==> src/rtl/noc_input_requester.sv <==
// noc_input_requester
//   Per-input-port front end of a mesh router. Buffers incoming flits in a
//   small circular FIFO, computes the XY (dimension-ordered) output port for
//   the flit at the FIFO head, raises a one-hot request toward the output
//   arbiters, and forwards the flit to the crossbar once granted.
//
//   Optional feature macro: WORMHOLE_EN
//     undefined : every flit is routed and arbitrated on its own; flit
//                 types are ignored.
//     defined   : a granted head flit locks the output port (HOLD) until the
//                 tail flit has been forwarded; body flits follow without a
//                 bubble.
//
// Ports
//   clk        in   clock, rising edge
//   reset_n    in   asynchronous active-low reset
//   in_valid   in   upstream flit valid
//   in_ready   out  FIFO has space (count != DEPTH)
//   in_flit    in   [FLIT_W-1:FLIT_W-2] type, [X_W-1:0] dest X,
//                   [X_W+Y_W-1:X_W] dest Y
//   req        out  one-hot request: 0 LOCAL, 1 N, 2 E, 3 S, 4 W
//   grant      in   per-output grant to this input
//   out_valid  out  one-cycle crossbar write strobe
//   out_flit   out  forwarded flit (registered)
//   out_port   out  one-hot port of out_flit
//
// FSM states
//   state   | meaning
//   IDLE    | no request; loads req from the FIFO head when non-empty
//   REQ     | req held stable, waiting for a matching grant
//   HOLD    | (WORMHOLE_EN) port locked for a packet until its tail passes

module noc_input_requester #(
    parameter int FLIT_W = 34,
    parameter int DEPTH  = 4,
    parameter int X_W    = 2,
    parameter int Y_W    = 2,
    parameter int MY_X   = 0,
    parameter int MY_Y   = 0
) (
    input  logic              clk,
    input  logic              reset_n,
    input  logic              in_valid,
    output logic              in_ready,
    input  logic [FLIT_W-1:0] in_flit,
    output logic [4:0]        req,
    input  logic [4:0]        grant,
    output logic              out_valid,
    output logic [FLIT_W-1:0] out_flit,
    output logic [4:0]        out_port
);

    localparam int PTR_W = (DEPTH > 1) ? $clog2(DEPTH) : 1;
    localparam int CNT_W = PTR_W + 1;

    localparam logic [X_W-1:0]   MY_X_C  = X_W'(MY_X);
    localparam logic [Y_W-1:0]   MY_Y_C  = Y_W'(MY_Y);
    localparam logic [CNT_W-1:0] DEPTH_C = CNT_W'(DEPTH);

    localparam logic [4:0] PORT_L = 5'b00001;
    localparam logic [4:0] PORT_N = 5'b00010;
    localparam logic [4:0] PORT_E = 5'b00100;
    localparam logic [4:0] PORT_S = 5'b01000;
    localparam logic [4:0] PORT_W = 5'b10000;

`ifdef WORMHOLE_EN
    localparam logic [1:0] TYPE_HEAD = 2'b01;
    localparam logic [1:0] TYPE_TAIL = 2'b11;
`endif

`ifdef WORMHOLE_EN
    typedef enum logic [1:0] {
        ST_IDLE = 2'd0,
        ST_REQ  = 2'd1,
        ST_HOLD = 2'd2
    } state_t;
`else
    typedef enum logic [1:0] {
        ST_IDLE = 2'd0,
        ST_REQ  = 2'd1
    } state_t;
`endif

    // ------------------------------------------------------------------
    // State
    // ------------------------------------------------------------------
    state_t             state_q, state_d;
    logic [4:0]         req_q, req_d;
    logic               out_valid_q, out_valid_d;
    logic [FLIT_W-1:0]  out_flit_q, out_flit_d;
    logic [4:0]         out_port_q, out_port_d;
    logic [PTR_W-1:0]   wr_ptr_q, wr_ptr_d;
    logic [PTR_W-1:0]   rd_ptr_q, rd_ptr_d;
    logic [CNT_W-1:0]   count_q, count_d;
    logic [FLIT_W-1:0]  mem_q [DEPTH];

    logic              push;
    logic              pop;
    logic              fifo_empty;
    logic              granted;
    logic [FLIT_W-1:0] head_flit;

    // XY routing: resolve X first, then Y, else deliver locally.
    function automatic logic [4:0] route_xy(input logic [FLIT_W-1:0] f);
        logic [X_W-1:0] dx;
        logic [Y_W-1:0] dy;
        dx = f[X_W-1:0];
        dy = f[X_W+Y_W-1:X_W];
        if (dx > MY_X_C)      return PORT_E;
        else if (dx < MY_X_C) return PORT_W;
        else if (dy > MY_Y_C) return PORT_N;
        else if (dy < MY_Y_C) return PORT_S;
        else                  return PORT_L;
    endfunction

    assign fifo_empty = (count_q == '0);
    assign in_ready   = (count_q != DEPTH_C);
    // A full FIFO deasserts in_ready, so in_valid while full never writes.
    assign push       = in_valid && in_ready;
    assign granted    = |(grant & req_q);
    assign head_flit  = mem_q[rd_ptr_q];

    // ------------------------------------------------------------------
    // Next-state / output logic
    // ------------------------------------------------------------------
    always_comb begin
        state_d     = state_q;
        req_d       = req_q;
        out_valid_d = 1'b0;
        out_flit_d  = out_flit_q;
        out_port_d  = out_port_q;
        pop         = 1'b0;

        case (state_q)
            ST_IDLE: begin
                req_d = '0;
                if (!fifo_empty) begin
                    req_d   = route_xy(head_flit);
                    state_d = ST_REQ;
                end
            end

            // The FIFO is never empty here: REQ is entered only with a
            // buffered head, and only REQ/HOLD pop.
            ST_REQ: begin
                if (granted) begin
                    pop         = 1'b1;
                    out_valid_d = 1'b1;
                    out_flit_d  = head_flit;
                    out_port_d  = req_q;
                    req_d       = '0;
                    state_d     = ST_IDLE;
`ifdef WORMHOLE_EN
                    if (head_flit[FLIT_W-1 -: 2] == TYPE_HEAD) begin
                        req_d   = req_q;
                        state_d = ST_HOLD;
                    end
`endif
                end
            end

`ifdef WORMHOLE_EN
            // Every flit here rides the held port; stray head/single types
            // are treated as body.
            ST_HOLD: begin
                if (!fifo_empty && granted) begin
                    pop         = 1'b1;
                    out_valid_d = 1'b1;
                    out_flit_d  = head_flit;
                    out_port_d  = req_q;
                    if (head_flit[FLIT_W-1 -: 2] == TYPE_TAIL) begin
                        req_d   = '0;
                        state_d = ST_IDLE;
                    end
                end
            end
`endif

            default: begin
                req_d   = '0;
                state_d = ST_IDLE;
            end
        endcase
    end

    // Pointers wrap naturally because DEPTH is a power of two.
    always_comb begin
        wr_ptr_d = push ? wr_ptr_q + PTR_W'(1) : wr_ptr_q;
        rd_ptr_d = pop  ? rd_ptr_q + PTR_W'(1) : rd_ptr_q;
        count_d  = count_q;
        case ({push, pop})
            2'b10:   count_d = count_q + CNT_W'(1);
            2'b01:   count_d = count_q - CNT_W'(1);
            default: count_d = count_q;
        endcase
    end

    // ------------------------------------------------------------------
    // Registers
    // ------------------------------------------------------------------
    always_ff @(posedge clk or negedge reset_n) begin
        if (!reset_n) begin
            state_q     <= ST_IDLE;
            req_q       <= '0;
            out_valid_q <= 1'b0;
            out_flit_q  <= '0;
            out_port_q  <= '0;
            wr_ptr_q    <= '0;
            rd_ptr_q    <= '0;
            count_q     <= '0;
        end else begin
            state_q     <= state_d;
            req_q       <= req_d;
            out_valid_q <= out_valid_d;
            out_flit_q  <= out_flit_d;
            out_port_q  <= out_port_d;
            wr_ptr_q    <= wr_ptr_d;
            rd_ptr_q    <= rd_ptr_d;
            count_q     <= count_d;
        end
    end

    // Storage needs no reset; entries are only read after being written.
    always_ff @(posedge clk) begin
        if (push) begin
            mem_q[wr_ptr_q] <= in_flit;
        end
    end

    assign req       = req_q;
    assign out_valid = out_valid_q;
    assign out_flit  = out_flit_q;
    assign out_port  = out_port_q;

endmodule

==> config.mk <==
export PLATFORM = sky130hd
export DESIGN_NAME = noc_input_requester
export DESIGN_NICKNAME = d
export VERILOG_FILES = /design/src/rtl/noc_input_requester.sv
export SDC_FILE = /design/constraint.sdc
export NUM_CORES = 1
export LEC_CHECK = 0
export ABC_CLOCK_PERIOD_IN_PS = 7000
export BUFFER_PORTS_ARGS = -buffer_cell sky130_fd_sc_hd__buf_2
export CORE_AREA = 2 2 116 118
export CTS_CLUSTER_SIZE = 20
export DETAILED_ROUTE_END_ITERATION = 7
export DIE_AREA = 0 0 118 120
export MAX_ROUTING_LAYER = met4
export PLACE_DENSITY = 0.75
export REMOVE_ABC_BUFFERS = 1
export SLEW_MARGIN = 20
export SYNTH_ARGS = -nofsm -noshare
export SYNTH_HDL_FRONTEND = slang
export SYNTH_SLANG_ARGS = --single-unit
==> constraint.sdc <==
create_clock -name clk -period 7 [get_ports clk]
set_input_delay 0.7 -clock clk [delete_from_list [all_inputs] [get_ports clk]]
set_output_delay 0.7 -clock clk [all_outputs]
set_load 0.02 [all_outputs]
### After elaboration in Yosys (flattened, before gate mapping)

Memory sizes are Yosys's and may differ from the RTL's.
Index checks and enable logic that the tools add are counted.

| storage, ports and cells | value |
|---|---|
| input port bits | 42 |
| flip-flop bits (word level) | 54 |
| memory bits (writable) | 136 |
| memories kept | 1 |
| output and inout bits | 46 |

Memories:

| memory | words | bits a word | read ports | clocked after memory_dff | write ports | RTL line | source |
|---|---|---|---|---|---|---|---|
| mem_q | 4 | 34 | 1 | 0 | 1 | 95 | `logic [FLIT_W-1:0] mem_q [DEPTH];` |

| operators by class | value |
|---|---|
| multiplexer cells | 15 |
| eq/ne operators | 6 |
| $add $sub $neg | 4 |
| bitwise operators | 1 |
| reduce and logical (&&, ||, !) cells | 7 |
| order comparisons | 4 |

Operators with widths:

| cell | number |
|---|---|
| 5-bit two-way mux | 4 |
| 5-bit one-hot mux with 2 select lines | 1 |
| 4-bit two-way mux | 2 |
| 3-bit one-hot mux with 2 select lines | 1 |
| 5-bit AND | 1 |
| 5-bit OR reduction | 1 |
| 2-bit by 1-bit adder with 2-bit output, second input constant | 2 |
| 2-bit by 1-bit == test with 1-bit output, second input constant | 2 |
| 2-bit by 1-bit > comparator with 1-bit output, second input constant | 2 |
| 2-bit by 1-bit < comparator with 1-bit output, second input constant | 2 |
| 1-bit two-way mux | 4 |
| 2-bit two-way mux | 2 |
| 2-bit != test, second input constant | 2 |
| 2-bit one-hot mux with 2 select lines | 1 |
| 2-bit AND reduction | 2 |
| 3-bit by 1-bit adder with 3-bit output, second input constant | 1 |
| 3-bit logical NOT | 1 |
| 3-bit != test, second input constant | 1 |
| 3-bit by 1-bit subtractor with 3-bit output, second input constant | 1 |
| 2-bit == test, second input constant | 1 |
| 2-bit logical NOT | 1 |
| 2-bit nonzero test | 1 |
| 1-bit logical AND | 1 |

### Longest topological paths before layout

Gate-level depths: netlist of the first run.
An unclocked memory read counts as a cell.

| logic depth | value |
|---|---|
| word-level depth | 8 |
| mapped depth | 10 |

### Worst setup path before layout of the first run

Ideal clock, no wire load.

| path | value |
|---|---|
| kind | input-to-reg |
| from | input grant[0] |
| to | register count_q[2] |
| stages on the path | 10 |
| setup slack | 4,428 ps |
| arrival | 2,447 ps |
| cell sequence | a222oi_1 nand2b_1 buf_4 inv_1 ha_1 inv_1 fa_1 xor2_1 nor2_1 xor2_1 |

| between the ends | value |
|---|---|
| word-level cells in the longest chain between the ends | 6 |
| elaborated cells between the ends (all ways) | 8 |
| classes of those cells | eq/ne (2); mux (3); bitwise (1); reduce/logical (2) |

RTL lines:

| element | RTL line | source |
|---|---|---|
| start, declared | 47 | `input logic [4:0] grant,` |
| 5-bit AND * | 120 | `assign granted = \|(grant & req_q);` |
| 5-bit OR reduction * | 120 |  |
| 1-bit two-way mux * (2 in series) | -- |  |
| via out_valid_d | 89 | `logic out_valid_q, out_valid_d;` |
| 2-bit by 1-bit == test with 1-bit output or 2-bit == test (tied branches) | 191 | `case ({push, pop})` |
| 3-bit one-hot mux with 2 select lines or 2-bit nonzero test (tied branches) | -- |  |
| end signal, assigned | 219 | `count_q <= count_d;` |
| end, declared | 94 | `logic [CNT_W-1:0] count_q, count_d;` |

Mark *: on every way through the listed nets, which the timed path passes. The rest lies on a longest branch.
A chain may end at the register's enable or synchronous reset.

### Worst setup path in the final report of the first run

| path | value |
|---|---|
| from | register req_q[0] (netlist: req[0]) |
| to | register count_q[1] |

| between the ends | value |
|---|---|
| word-level cells in the longest chain between the ends | 6 |
| elaborated cells between the ends (all ways) | 8 |
| classes of those cells | eq/ne (2); mux (3); bitwise (1); reduce/logical (2) |

RTL lines:

| element | RTL line | source |
|---|---|---|
| start, declared | 88 | `logic [4:0] req_q, req_d;` |
| start signal, assigned | 213 | `req_q <= req_d;` |
| 5-bit AND * | 120 |  |
| 5-bit OR reduction * | 120 |  |
| 1-bit two-way mux * (2 in series) | -- |  |
| via out_valid_d | 89 |  |
| 2-bit by 1-bit == test with 1-bit output or 2-bit == test (tied branches) | 191 |  |
| 3-bit one-hot mux with 2 select lines or 2-bit nonzero test (tied branches) | -- |  |

Marks and branches as above.

==> metrics.txt, run 1 <==
drt drc 0; crit-path max FO 13; RSZ-0062 raised after global routing false; FF-to-FF End count_q[1]; number of library cell types mapped by synthesis 32; Die Area ~0.014 sq mm; CP Capture Type flip-flop; fin nets 454; clk sinks about 190; IO buf count a little over 80; Hold Path Class input pin to asynchronous set/reset pin; Post-DP HPWL 6.57 mm; Final Util approximately 62%; worst reg2reg setup slack ~4.3 ns; Required @ worst endpoint 7.33 ns; minimum clock period roughly 2.7 ns; Initial Utilization a little over half; R2R depth 7; Startpoint Class flip-flop; Worst Tran Pin Value 0.967 ns; Root Driver clkbuf_16; vias per std cell 5.37; Die Span Y around 120 um; Clk Latency, worst-skew pair roughly 0.41 ns; drt wl/cell about 19 um; Placer Congestion just over 0.7; share of layout cells above drive strength 1 44.6%; Rows 42; DRT Wirelength 11.4 mm; Avg Synthesized Cell Area approximately 22 sq um; Max-slew headroom around 36%; CTS tree done; io pins 88; FF-to-FF Start req[0]; crit path DAT around 3 ns; Layout area overhead 15.9%; most frequent cells in the layout edfxtp_1, buf_2, dfrtp_1, mux2_2, mux4_2; Vias around 3200; Worst VDD drop 206 uV; clock-pin slew on the worst setup and hold paths about 0.06 ns; hold_buf cts 0; overall routing resource usage 18.0%; Finish-stage setup viols 0; H-tree levels 4; Post-synth EDFFs 136; initial DRC count around 190; maxcap violations 0; CTS Buf Count 17; ANT cells 0; Syn Std Cell Area about 0.0069 sq mm; final hold violation count 0; Post-Layout Inst Area 0.00805 sq mm; core area between 0.01 and 0.015 sq mm; Die X 118 um; post-synthesis instance total 317; Setup TNS 0 ns; P_leak around 0.003 uW; Fin Hold WS ~0.42 ns; max-slew violation count 0; Final ANT Viol Nets 0; clock skew 0.00685 ns; Main synth FF type edfxtp_1; status finished clean; kind of critical path flip-flop to flip-flop; cts repair resizes 0; PwrDens around 450 mW/mm^2; commonest non-fill, non-tap cell in the layout edfxtp_1; Tcrit/Tclk final approximately two fifths; Cell Area, Placed 0.00750 sq mm; sequential share of the synthesized area 76.5%; Synthesis Warnings 0; grt ovf 0; Max Clk Rate between 300 and 400 MHz; Yosys reg bits 185; CTS max path bufs 2; Async SR Flop Fraction 26.5%; first-pass GRT wire length 18.0 mm; post-CTS setup buffers 0; vias in the first global route about 3400; drt first pass iters 5; largest net degree at the start of global routing 50; initial antenna violation count 0
## critical path: stages, from the launching register on
cell	delay [ns]
dfrtp_1	0.40
a222oi_1	0.67
nand2b_2	0.52
inv_1	0.12
ha_1	0.24
inv_1	0.07
fa_1	0.41
mux2i_1	0.15
## per-layer routing
| layer | routed length (um) | vias to the layer above | track usage (%) |
|---|---|---|---|
| li1 | - | 1430 | - |
| met1 | 4990 | 1667 | 23.1 |
| met5 | 0 | - | - |
| met4 | 155 | 0 | 7.23 |
| met3 | 420 | 13 | 3.61 |
| met2 | 5790 | 85 | 28.7 |
## cells by family (layout without fill, tap and decap cells)
group	count (synthesis)	after routing	synth area share [%]
xor+xnor	6	6	0.757
flops	185	185	76.5
other cells	1	4	0.0540
buf+inv	24	123	2.00
compound gates	5	5	0.703
fa+ha+maj	6	6	1.19
mux	73	73	17.3
simple gates	17	17	1.44
## state kept, by name (all words and copies together) (netlist names)
name / count
out_valid: 1
out_flit: 34
req: 3
mem_q: 136
wr_ptr_q: 2
state_q: 1
rd_ptr_q: 2
count_q: 3
out_port: 3
## where the power goes
group          switching, uW  internal (uW)
registers                183           1510
clock network            357            526
logic                    527            494
total                   1070           2530
## cells in the mapped netlist (2+ instances only)
| cell type | count | area (sq um) |
|---|---|---|
| and3_1 | 4 | 25.0 |
| buf_1 | 2 | 7.51 |
| buf_2 | 3 | 15.0 |
| buf_4 | 6 | 45.0 |
| buf_6 | 3 | 33.8 |
| clkbuf_1 | 3 | 11.3 |
| dfrtp_1 | 49 | 1230 |
| edfxtp_1 | 136 | 4080 |
| ha_1 | 5 | 62.6 |
| inv_1 | 7 | 26.3 |
| mux2_2 | 37 | 417 |
| mux4_2 | 34 | 766 |
| nand3_1 | 3 | 15.0 |
| nor2_1 | 3 | 11.3 |
| xnor2_1 | 4 | 35.0 |
| xor2_1 | 2 | 17.5 |
## final cells by class
class                      instances  area (sq um)
inverter                           7          26.3
multi-input combinational        111          1510
clock buffer                      28           507
tap                              176           220
fill                             928          4930
sequential                       185          5310
timing repair buffer              84           428
clock inverter                     4          42.5
## worst max-delay path by stage
stage | from | endpoint | slack, ns
2_1_floorplan | grant[0] | count_q[2] | 3.62
3_3_place_gp | grant[0] | count_q[2] | 4.04
3_5_place_dp | grant[0] | count_q[1] | 3.90
4_1_cts | req[0] | count_q[1] | 4.33
5_1_grt | req[0] | count_q[2] | 4.06
6_report | req[0] | count_q[1] | 4.33
## metrics by stage
stage / setup slack, ns / std cells / power [uW]
floorplan: 3.62 / 303 / 2420
global placement: 4.04 / 563 / 2710
detailed placement: 3.90 / 563 / 2760
CTS: 4.33 / 595 / 3640
global route: 4.06 / 595 / 3780
finish: 4.33 / 595 / 3590
Power figures use the tool's default switching activity.
==> run 2, diff against run 1 <==
Settings changed: ABC_AREA set to 1, ABC_CLOCK_PERIOD_IN_PS 7000 to 2400, CORE_AREA 2 2 116 118 to 2 2 120 122, DIE_AREA 0 0 118 120 to 0 0 122 124, PLACE_DENSITY 0.75 to 0.74.
Clock period 7 ns to 2.4 ns, I/O delays scaled along.
==> run 2 against run 1 <==
Compared with the run above:
- hold slack lost 0.39 ns
- total power rose to 3.0 times the previous value
- wire length increased by 23%
- combinational power grew to 3.5 times the previous value
- worst setup slack got worse by 3.8 ns
- register-to-register slack got worse by 3.8 ns
- maximum frequency rose by 46%
- via count increased by 41%
- utilization decreased by 1.8 points
- critical path depth is 3 higher
==> metrics.txt, run 2 <==
status finished clean; Worst Tran Pin Value just over 0.8 ns; grt ovf 0; kind of critical path flip-flop to flip-flop; Syn Std Cell Area around 0.0070 sq mm; drt wl/cell 16.5 um; Clk Latency, worst-skew pair between 0.4 and 0.5 ns; Finish-stage setup viols 0; IO buf count 81; Max Clk Rate 547 MHz; DRT Wirelength around 14 mm; CTS max path bufs 2; Required @ worst endpoint around 2.7 ns; Avg Synthesized Cell Area around 12 sq um; Largest Register mem_q; Tcrit/Tclk final 76.2%; share of layout cells above drive strength 1 19.7%; most frequent cells in the layout nand2_1, edfxtp_1, buf_2, nor2_1, o21ai_0; largest net degree at the start of global routing 70; Post-Layout Inst Area between 0.008 and 0.009 sq mm; vias per std cell ~5.3; met3 GRT Util between 4 and 5%; Placed Cells ~800; number of library cell types mapped by synthesis 23; met1 usage around a quarter; Fillers 1072; Post-synth top cells nand2_1, edfxtp_1, nor2_1; crit path DAT 2.13 ns; worst reg2reg setup slack between 0.5 and 0.6 ns; ANT cells 0; Initial Utilization 51.3%; Critical Path Start req[2]; initial antenna violation count 0; Worst VDD drop a little over 700 uV; grt met2 use 31.7%; drt drc 0; Max-slew headroom roughly 46%; max reg flops 136; Cell Area, Placed 0.00770 sq mm; clk sinks 185; Die X ~120 um; Hold Path Class input pin to flip-flop; FF-to-FF End count_q[2]; CTS Buf Count 17; post-synthesis instance total approximately 560; PwrDens ~1300 mW/mm^2; cts repair resizes 0; Layout area overhead 17.3%; drt first pass iters 5; P_leak approximately 0.0033 uW; Hold Crit Start in_flit[17]; commonest non-fill, non-tap cell in the layout nand2_1; clock skew between 0.009 and 0.01 ns; total chip power ~11000 uW; Root Driver clkbuf_16; Async SR Flop Fraction between 20% and 30%; io pins just under 90; minimum clock period 1.83 ns; R2R depth 10; Die Area approximately 0.015 sq mm; FF-to-FF Start req[2]; max-slew violation count 0; Synth area leaders edfxtp_1, dfrtp_1, nand2_1; vias in the first global route 4519; Top Usage Layer GRT met2; worst hold endpoint mem_q[3][17]; post-CTS setup buffers 0; worst hold path cell count 1; H-tree levels 4; fin nets about 700; fin cells roughly 850; hold_buf cts 1; initial DRC count ~340; Fin Hold WS approximately 0.028 ns; Placer Congestion 0.745; Vias approximately 4500; clock-pin slew on the worst setup and hold paths roughly 0.06 ns; sequential share of the synthesized area between 70% and 80%; first-pass GRT wire length ~22 mm; Startpoint Class flip-flop; CP Capture Type flip-flop; cell taking the most area after synthesis edfxtp_1; CTS tree done; final hold violation count 0; maxcap violations 0; Post-DP HPWL around 8.2 mm; Rows between 40 and 50; Yosys reg bits roughly 190; count leader, synth nand2_1; Synthesis Warnings 0; post-synth top area share 58.1%; RSZ-0062 raised after global routing false; Die Span Y about 120 um; Main synth FF type edfxtp_1; Post-synth EDFFs about 140; overall routing resource usage about a fifth; core area 0.0137 sq mm; crit-path max FO 4; Final ANT Viol Nets 0
==> run 2: cell count changes after synthesis, sizes merged, moves of 30 or more <==
| cell | delta |
|---|---|
| nor2 | +67 |
| o21ai | +65 |
| nand2 | +139 |
| mux2 | -38 |
| mux4 | -34 |
| o22ai | +30 |
==> run 2: final cells by class <==
type                       count  area (sq um)  share of cell area [%]
clock buffer                  29           500                    6.07
inverter                      15          57.6                   0.697
clock inverter                 3          40.0                   0.485
sequential                   185          5310                    64.4
tap                          180           225                    2.73
timing repair buffer          99           568                    6.88
multi-input combinational    335          1550                    18.8
==> run 2: how the worst max path moves through the flow <==
stage | endpoint | slack (ns) | cells past startpoint
after floorplan | count_q[2] | -0.49 | 10
after global placement | count_q[2] | 0.62 | 10
after detailed placement | count_q[2] | 0.58 | 10
after CTS | count_q[2] | 0.57 | 10
after global routing | count_q[2] | 0.37 | 9
final | count_q[2] | 0.57 | 10
==> run 2: logic make-up (layout without fill, tap and decap cells) <==
family,count (synthesis),in the layout,share of synthesized area (%)
AO/OA/AOI/OAI,99,99,7.58
XOR/XNOR,4,4,0.498
adder cells (fa/ha/maj),6,6,1.17
buffers and inverters,47,146,3.11
flip-flops,185,185,75.5
other,1,4,0.0533
AND/OR/NAND/NOR,222,222,12.1
==> run 2: layer usage <==
metal | routed length, um | part of all wire (%)
met1 | 6060 | 43
met3 | 833 | 6.0
met4 | 391 | 2.8
met5 | 0 | 0
met2 | 6690 | 48
==> run 2: critical path, stage by stage, from the launching register on <==
cell	delay [ns]
dfrtp_1	0.39
nand2_1	0.06
nand3_1	0.14
nand2_2	0.08
inv_2	0.06
ha_1	0.13
inv_1	0.07
fa_1	0.38
a21oi_1	0.14
o21ai_0	0.10
xor2_1	0.15
==> run 2: power breakdown <==
| part | switching, uW | total (uW) | internal (uW) |
|---|---|---|---|
| Clock | 1040 | 2550 | 1510 |
| Combinational | 2500 | 3600 | 1100 |
| Sequential | 299 | 4640 | 4350 |
==> run 2: metrics by stage <==
| step | setup slack (ns) | setup TNS [ns] | utilization, % |
|---|---|---|---|
| after CTS | 0.568 | 0 | 60.1 |
| after global routing | 0.373 | 0 | 60.1 |
| after detailed placement | 0.584 | 0 | 56.1 |
| final | 0.571 | 0 | 60.1 |
| after global placement | 0.619 | 0 | 56.1 |
| after floorplan | -0.489 | -48.47 | - |
==> run 3, diff against run 2 <==
Settings changed: ABC_CLOCK_PERIOD_IN_PS 2400 to 1800, CORE_AREA 2 2 120 122 to 2 2 117 119, DIE_AREA 0 0 122 124 to 0 0 119 121, PLACE_DENSITY 0.74 to 0.75.
Clock period 2.4 ns to 1.8 ns, I/O delays scaled along.
==> run 3 against run 2 <==
Compared with the run above:
- combinational power increased by 43%
- sequential share of layout area fell by 4.2 points
- first-iteration DRC count up 20%
- register-to-register slack worse by 0.43 ns
- sequential power is 34% higher
- worst setup slack got worse by 0.43 ns
- sequential cell count unchanged
- count of clock-buffer cells in the layout decreased by 7
- maximum frequency increased by 10%
- clock power up 56%
- critical path type unchanged
- highest routed layer unchanged
==> metrics.txt, run 3 (synthesis gave the netlist of run 2 again) <==
status finished clean; grt ovf 0; Rows 42; Crit-path slowest cell dfrtp_1; WL met3 693 um; clock skew just over 0.006 ns; Die X around 120 um; switch share between 30% and 40%; Final ANT Viol Nets 0; initial antenna violation count 0; commonest non-fill, non-tap cell in the layout nand2_1; CTS max path bufs 2; max reg flops 136; Internal Power between 10000 and 15000 uW; vias per std cell 5.31; PwrDens around 1700 mW/mm^2; core area 0.0131 sq mm; crit-path max FO 3; vias in the first global route about 4600; sequential power share 40.4%; largest net degree at the start of global routing 70; Met1 Routed Length a little over 6 mm; DR WL met2 7.48 mm; Die Span Y roughly 120 um; Hold Path Class input pin to flip-flop; minimum clock period about 1.7 ns; clk sinks between 150 and 200; first-pass GRT wire length 23.5 mm; Setup TNS 0 ns; DRT Wirelength roughly 15 mm; Placer Congestion about 0.74; max-slew violation count 0; fin nets around 740; IO buf count between 80 and 90; DR top layer met4; Critical Path Max Stage Delay 0.39 ns; Clock Power Share a little over a quarter; Startpoint Class flip-flop; io pins about 90; crit path DAT ~2.0 ns; overall routing resource usage between 20 and 25%; Max Clk Rate 602 MHz; Worst VDD drop slightly below 900 uV; crit path cell chain inv_2 -> nand3_2 -> nand2_2 -> ha_1 -> inv_1 -> fa_2 -> a21oi_1 -> o21ai_1 -> xor2_1; P_leak around 0.0036 uW; kind of critical path flip-flop to flip-flop; H-tree levels 4; final hold violation count 0; Root Driver clkbuf_16; Final Util a little under 70%; Cell Area, Placed slightly below 0.008 sq mm; Post-Layout Inst Area about 0.0088 sq mm; maxcap violations 0; Layout area overhead 25.6%; Post-DP HPWL between 8 and 9 mm; Initial Utilization 53.8%; ANT cells 0; CTS tree done; Clk Latency, worst-skew pair around 0.43 ns; switching power 5330 uW; Vias roughly 4700; Largest Register mem_q; Finish-stage setup viols 0; share of layout cells above drive strength 1 a little over a fifth; RSZ-0062 raised after global routing false; initial DRC count about 410; Tcrit/Tclk final 92.3%; combinational share of power ~34%; drt drc 0; CP Capture Type flip-flop; Die Area around 0.014 sq mm; Required @ worst endpoint 2.10 ns; drt first pass iters 5; clock-pin slew on the worst setup and hold paths approximately 0.060 ns; drt wl/cell roughly 17 um; most frequent cells in the layout nand2_1, edfxtp_1, buf_2, nor2_1, o21ai_0; Fillers 902; CTS Buf Count 17
run 3: cell count changes in the layout (fill, tap and decap cells not counted), sizes merged:
cell	before	now
clkinvlp	0	3
clkbuf	29	22
buf	98	106
dlygate4sd3	1	35
inv	14	15
bufinv	1	4
run 3: area by class of cell:
type / instances / area, sq um / area share, %
clock inverter: 10 / 165 / 1.87
clock buffer: 22 / 484 / 5.48
multi-input combinational: 335 / 1560 / 17.7
sequential: 185 / 5310 / 60.1
inverter: 15 / 57.6 / 0.652
timing repair buffer: 141 / 1030 / 11.7
tap: 176 / 220 / 2.49
run 3: critical path: cells and delay by family, from the launching register on:
family,cells,cell delay (ns)
XOR/XNOR,1,0.15
AO/OA/AOI/OAI,2,0.22
adder cells (fa/ha/maj),2,0.48
buffers and inverters,2,0.14
AND/OR/NAND/NOR,2,0.17
flip-flops,1,0.39
run 3: worst paths after layout:
kind	start	to	slack, ns	cells past startpoint
max	count_q[1]	count_q[2]	0.14	9
min	grant[0]	state_q[0]	0.11	4
max reg2reg	count_q[1]	count_q[2]	0.14	9
min reg2reg	out_flit[20]	out_flit[20]	0.47	2
max in group asynchronous	reset_n	rd_ptr_q[0]	1.08	3
min in group asynchronous	reset_n	out_flit[9]	0.18	2
run 3: metrics by stage:
step           instances  power [uW]  setup slack (ns)  hold slack, ns
5_1_grt              884       16200            0.0113           0.153
3_3_place_gp         816       11100            0.0771          0.0889
4_1_cts              883       15400           0.00777           0.139
6_report             884       15300             0.138           0.107
3_5_place_dp         816       11300            0.0205          0.0971
2_1_floorplan        535        9270             -1.09          -0.116
run 3: layer usage:
layer  vias to the layer above  global-route usage [%]
li1                       2212                       -
met5                         -                       -
met2                       149                    36.2
met3                        22                    4.23
met4                         0                    9.45
met1                      2307                    27.4
run 3: repair_timing:
action	4_1_cts	5_1_grt
gates resized for setup	0	8
hold buffers	35	0
endpoints found under the hold margin	183	0
buffers inserted	0	1
setup endpoints to repair	0	2
run 3: power by group through the flow:
stage | combinational, uW | sequential (uW) | clock, uW
CTS | 5160 | 6200 | 4030
floorplan | 2330 | 6950 | 0
finish | 5160 | 6200 | 3980
global placement | 4880 | 6220 | 0
detailed placement | 5060 | 6280 | 0
global route | 5720 | 6300 | 4200
